### src/rtl/mux_scan_n.sv
// N-channel, W-bit mux with a registered output. Manual mode follows Sel.
// Scan mode steps through the channels and stays DWELL clocks on each one.
module mux_scan_n #(
  parameter  int CHANNELS = 8,
  parameter  int WIDTH    = 1,
  parameter  int DWELL    = 4,
  localparam int SELW     = $clog2(CHANNELS)
) (
  input  logic                      Clock,
  input  logic                      Reset_n,
  input  logic [CHANNELS*WIDTH-1:0] I,
  input  logic [SELW-1:0]           Sel,
  input  logic                      Mode,
  input  logic                      Enable,
  output logic [WIDTH-1:0]          S,
  output logic [SELW-1:0]           Cur_sel,
  output logic                      Wrap
);

  localparam int              CW       = (DWELL > 1) ? $clog2(DWELL) : 1;
  localparam logic [SELW-1:0] LAST_CH  = SELW'(CHANNELS - 1);
  localparam logic [CW-1:0]   LAST_CNT = CW'(DWELL - 1);

  typedef enum logic {MANUAL = 1'b0, SCAN = 1'b1} state_t;

  state_t           state_q, state_d;
  logic [CW-1:0]    cnt_q, cnt_d, cnt_cur;
  logic [SELW-1:0]  sel_q, sel_d;
  logic [WIDTH-1:0] s_q, s_d;
  logic             wrap_q, wrap_d;

  always_ff @(posedge Clock or negedge Reset_n) begin
    if (!Reset_n) begin
      state_q <= MANUAL;
      cnt_q   <= '0;
      sel_q   <= '0;
      s_q     <= '0;
      wrap_q  <= 1'b0;
    end else begin
      state_q <= state_d;
      cnt_q   <= cnt_d;
      sel_q   <= sel_d;
      s_q     <= s_d;
      wrap_q  <= wrap_d;
    end
  end

  always_comb begin
    state_d = state_q;
    cnt_d   = cnt_q;
    sel_d   = sel_q;
    wrap_d  = 1'b0;
    // Entering scan from manual always begins a fresh dwell on the current channel.
    cnt_cur = (state_q == SCAN) ? cnt_q : '0;
    if (Enable) begin
      state_d = Mode ? SCAN : MANUAL;
      if (!Mode) begin
        cnt_d = '0;
        if (int'(Sel) < CHANNELS) sel_d = Sel;
      end else if (cnt_cur == LAST_CNT) begin
        cnt_d = '0;
        if (sel_q == LAST_CH) begin
          sel_d  = '0;
          wrap_d = 1'b1;
        end else begin
          sel_d = sel_q + SELW'(1);
        end
      end else begin
        cnt_d = cnt_cur + CW'(1);
      end
    end
    // S loads on the same edge as Cur_sel, so the two always agree.
    s_d = Enable ? I[int'(sel_d)*WIDTH +: WIDTH] : s_q;
  end

  assign S       = s_q;
  assign Cur_sel = sel_q;
  assign Wrap    = wrap_q;

endmodule

### config.mk
export PLATFORM = sky130hd
export DESIGN_NAME = mux_scan_n
export DESIGN_NICKNAME = d
export VERILOG_FILES = /design/src/rtl/mux_scan_n.sv
export SDC_FILE = /design/constraint.sdc
export NUM_CORES = 1
export LEC_CHECK = 0
export BUFFER_PORTS_ARGS = -buffer_cell sky130_fd_sc_hd__clkbuf_2
export CAP_MARGIN = 40
export CORE_AREA = 2 2 39 41
export DETAILED_ROUTE_END_ITERATION = 7
export DIE_AREA = 0 0 41 43
export PLACE_DENSITY = 0.71
export REMOVE_ABC_BUFFERS = 1
export SYNTH_ARGS = -nofsm -noshare
export SYNTH_HDL_FRONTEND = slang
export SYNTH_SLANG_ARGS = --single-unit
### constraint.sdc
create_clock -name Clock -period 2.8 [get_ports Clock]
set_clock_uncertainty 0.1 [all_clocks]
set_input_delay 0 -clock Clock [delete_from_list [all_inputs] [get_ports Clock]]
set_output_delay 0 -clock Clock [all_outputs]
set_load 0.05 [all_outputs]
==> results.cfg, run 1 <==
[run_status]
status = finished clean

[clock_tree]
root_buffer = clkbuf_4
cts_setup_buffers = 0
cts_made_buffers = 3
insertion_delay_ps = 250
clk_pin_slew_ps = 50
cts_tree = yes
clock_path_buffers = 2
clock-sinks = 8
h-tree-depth = 1
cts_resized = 0

[floorplan]
core_area_mm2 = 0.00138
dieArea_mm2 = 0.00176
fp-row-count = 14
die_width_um = 41
start_util = 0.395
io_pins = 20
die_h_um = 43

[place]
pre_cts_ws_ps = 623
place.gp.congestion = 0.723
io_buffers = 19
hpwl_um = 937

[worst_setup_path]
path_common_cell = ha_1
ff2ff_setup_slack_ps = 600
cp_max_fo = 8
cpPeakStageDelay_ps = 450
critPathCaptureType = flip-flop
slowest_stage = dfrtp_1
cp_cell_sequence = ha_1, ha_1, nand4bb_1, a21o_1, a21boi_1, a311oi_1, a2111o_1, o211ai_2
critPathKind = reg -> reg
worstPathArrival_ps = 2270
cp_top_family = compound AO/OA/AOI/OAI gates
startpoint_type = flip-flop
critPathBufInv = 0
required_ps = 2870

[logic_synthesis]
ys_top_cells_by_area = dfrtp_1 (37%), ha_1 (6.9%), inv_1 (3.4%)
yosysTopAreaCellShare = 0.366
ys_seq_area_frac = 0.366
ys_types = 33
synth_edf_count = 0
syn_inst = 56
avgSynthCellArea_um2 = 9.76
yosysWarnings = 0
synth_async_sr_flop_share = 1.00
ys_seq_elements = 8
synth_area_um2 = 547
synth_ff_type = dfrtp_1
yosys.area.top_type = dfrtp_1

[sta]
finalCritPeriodShare = 0.786
grt_setup_unrepaired = no
relSlewSlack = 0.739
layout_min_cycle_time_ps = 2200
hold_viol = 0
fmax_mhz = 454
worst_pin_slew_ps = 391
slew_viol_final = 0
setup_violations = 0
finalSetupTns_ps = 0
fin_ws_ps = 599

[grt]
grt_max_degree = 12
grt_pass1_vias = 530
antenna_found_initial = 0
gr-total-overflow = 0
track_usage = 0.175
grt_pass1_wl_um = 2060

[pwr]
powerDensity_mw_per_mm2 = 500
leakagePower_nw = 0.348
vdd_drop_max_mv = 0.250

[detailed_routing]
dr.pass1.iters = 4
wire_per_inst_um = 12.8
viasPerCell = 5.43
drt_iter0_drc = 10
vias = 521
drt_wl_total_um = 1230
detail-route-antenna-nets = 0
drcViolationCount = 0

[finish]
layout.nets = 100
drive_gt1_frac = 0.375
n_antenna_cell = 0
syn_to_final_growth_pct = 29.7

[hold_path]
hp-class = in -> reg

[job]
cap_violations = 0
## cell type report
class                           instances  area [µm²]
Inverter                                5        18.8
Sequential cell                         8         200
Multi-Input combinational cell         42         323
Timing Repair Buffer                   22         125
Tap cell                               16        20.0
Fill cell                             137         674
Clock buffer                            3        22.5
## routing by layer
metal  wire, µm  GRT usage
met1        537      0.211
met3         70     0.0471
met4          7     0.0800
met2        612      0.275
met5          0          0
## through the flow
stage	hold WS, ps	cells	power, mW	cell area (µm²)	util
floorplan	-396	55	0.231	542	-
global placement	-246	90	0.268	657	0.475
detailed placement	-245	90	0.270	657	0.475
CTS	24.3	96	0.360	709	0.513
global route	49.1	96	0.381	709	0.513
finish	27.2	96	0.355	709	0.513
## final timing paths
path                                           start              endpoint  cells after the start
worst min register to register  cnt_q[1]$_DFFE_PN0P_  cnt_q[1]$_DFFE_PN0P_                      1
worst min-delay path                          Enable   state_q$_DFFE_PN0P_                      2
worst max-delay path            Cur_sel[0]$_DFF_PN0_         S$_DFFE_PN0P_                      8
worst max register to register  Cur_sel[0]$_DFF_PN0_         S$_DFFE_PN0P_                      8
max in group asynchronous                    Reset_n  Cur_sel[0]$_DFF_PN0_                      2
min in group asynchronous                    Reset_n   state_q$_DFFE_PN0P_                      2
## kinds of logic after synthesis
family | Yosys count | share of synthesized area
AO/OA/AOI/OAI | 19 | 0.295
adder cells (fa/ha/maj) | 3 | 0.0687
buffers and inverters | 6 | 0.0435
flip-flops | 8 | 0.366
multiplexers | 1 | 0.0183
AND/OR/NAND/NOR | 19 | 0.208
## where the power goes
group / internal (mW) / leakage (nW) / switching, mW
clock network: 0.0488 / 0.0138 / 0.0355
logic: 0.0469 / 0.235 / 0.0816
registers: 0.130 / 0.0992 / 0.0123
## Yosys cell counts (all sizes together) (2+ instances only)
cell	instances
nand2	7
o2bb2ai	2
a21oi	2
nand2b	2
nor3	3
o21ai	2
a32oi	2
nor2	2
dfrtp	8
ha	3
inv	5
and2	2
## registers in the layout, summed over array words and instances (netlist names)
name / flops
Wrap: 1
Cur_sel: 3
state_q: 1
S: 1
cnt_q: 2
## cell usage in the layout, fill, tap and decap left out, drive strengths merged
cell and count:
o21ai 2, a21o 1, clkbuf 22, and2 2
a31o 1, a22o 1, a221oi 1, nor3 3
nand4b 1, dlygate4sd3 3, a311oi 1, a32oi 2
a21bo 1, a21oi 2, nor2 2, o31ai 1
inv 5, nand4bb 1, a21boi 1, mux2i 1
o211ai 1, dfrtp 8, nand2 7, nand2b 2
a2111o 1, nor3b 1, a32o 1, o2bb2ai 2
ha 3
## repair_timing
item,CTS,global route
endpoints found under the hold margin,9,0
endpoints found under the setup margin,0,0
hold buffers,3,0
(Power assumes the default switching activity.)
==> run 2: changes to the inputs <==
clock period = 2.23 ns   (was 2.8 ns; I/O delays follow)
==> results.cfg, run 2 (synthesis results as in run 1) <==
[run_status]
status = finished clean

[sta]
hold_viol = 0
relSlewSlack = 0.794
fmax_mhz = 470
finalCritPeriodShare = 0.953
fin_ws_ps = 104
worst_pin_slew_ps = 309
slew_viol_final = 0
layout_min_cycle_time_ps = 2130
setup_violations = 0
finalSetupTns_ps = 0

[clock_tree]
h-tree-depth = 1
clock_path_buffers = 2
insertion_delay_ps = 250
clock-sinks = 8
cts_tree = yes
cts_made_buffers = 3
clk_pin_slew_ps = 60
root_buffer = clkbuf_4

[worst_setup_path]
cpPeakStageDelay_ps = 410
critPathKind = reg -> reg
cp_top_family = compound AO/OA/AOI/OAI gates
slowest_stage = dfrtp_1
worstPathArrival_ps = 2200
startpoint_type = flip-flop
cp_max_fo = 4
critPathBufInv = 0
path_common_cell = ha_1
cp_cell_sequence = ha_1, ha_1, nand4bb_4, a21o_1, a21boi_1, a311oi_1, a2111o_1, o211ai_2
required_ps = 2310
critPathCaptureType = flip-flop

[grt]
gr-total-overflow = 0
track_usage = 0.150
grt_pass1_wl_um = 1800
grt_pass1_vias = 451
grt_max_degree = 12
antenna_found_initial = 0

[detailed_routing]
drcViolationCount = 0
vias = 523
wire_per_inst_um = 12.4
drt_iter0_drc = 7
detail-route-antenna-nets = 0
viasPerCell = 5.39
dr.pass1.iters = 4
drt_wl_total_um = 1200

[floorplan]
die_width_um = 41
dieArea_mm2 = 0.00176
io_pins = 20
fp-row-count = 14
core_area_mm2 = 0.00138
die_h_um = 43
start_util = 0.395

[pwr]
finalPower_mw = 0.458
leakagePower_nw = 0.351
vdd_drop_max_mv = 0.268
powerDensity_mw_per_mm2 = 627

[place]
io_buffers = 19
place.gp.congestion = 0.760
pre_cts_ws_ps = 115
hpwl_um = 928

[hold_path]
hp-class = in -> reg

[job]
cap_violations = 0

[finish]
syn_to_final_growth_pct = 33.6
drive_gt1_frac = 0.407
final_cell_mix = clkbuf_2 (19), dfrtp_1 (8), inv_1 (5), nand2_1 (5)
layout.nets = 101
n_antenna_cell = 0
layout_commonest_cell = clkbuf_2
largest_reg_flops = 3
==> run 2: area by class of cell <==
class	instances	area [µm²]
Fill cell	140	653
Multi-Input combinational cell	42	339
Sequential cell	8	200
Timing Repair Buffer	23	130
Clock buffer	3	22.5
Tap cell	16	20.0
Inverter	5	18.8
==> run 2: worst reg2reg max path: cells and delay by family (launching register included) <==
| family | cells | cell delay, ps |
|---|---|---|
| compound gates | 5 | 880 |
| fa+ha+maj | 2 | 420 |
| flops | 1 | 410 |
| simple gates | 1 | 240 |
==> run 2: what timing repair did <==
action                                  4_1_cts  5_1_grt
gates resized for setup                       0        1
hold endpoints to repair                      9        0
endpoints found under the setup margin        0        1
buffers inserted                              0        1
hold buffers                                  2        0
==> run 2: report_power, final <==
part | switching (mW) | internal [mW]
clock | 0.0471 | 0.0614
combinational | 0.108 | 0.0678
sequential | 0.0116 | 0.163
==> run 2: stage by stage <==
| stage | hold slack (ps) | util | instances | instance area, µm² |
|---|---|---|---|---|
| after floorplan | -396 | - | 55 | 542 |
| after global placement | -247 | 0.480 | 91 | 664 |
| after detailed placement | -243 | 0.480 | 91 | 664 |
| after CTS | 0.936 | 0.511 | 96 | 707 |
| after global routing | 6.36 | 0.528 | 97 | 731 |
| final | 18.3 | 0.528 | 97 | 731 |
==> run 2: worst paths after layout <==
path / from / slack [ps] / cells past startpoint / endpoint
worst max-delay path: Cur_sel[1]$_DFF_PN0_ / 100 / 8 / S$_DFFE_PN0P_
worst min-delay path: Enable / 20 / 3 / Wrap$_DFF_PN0_
worst max register to register: Cur_sel[1]$_DFF_PN0_ / 100 / 8 / S$_DFFE_PN0P_
worst min register to register: cnt_q[1]$_DFFE_PN0P_ / 380 / 1 / cnt_q[1]$_DFFE_PN0P_
max in group asynchronous: Reset_n / 1810 / 2 / cnt_q[0]$_DFFE_PN0P_
min in group asynchronous: Reset_n / 30 / 2 / Cur_sel[2]$_DFF_PN0_
==> run 2: metal layers <==
| metal | global-route usage | up-vias | share of wire |
|---|---|---|---|
| met5 | 0 | - | 0 |
| met4 | 0.0600 | 0 | 0 |
| met3 | 0.0314 | 0 | 0.058 |
| met2 | 0.219 | 21 | 0.47 |
| met1 | 0.210 | 238 | 0.47 |
| li1 | - | 264 | - |
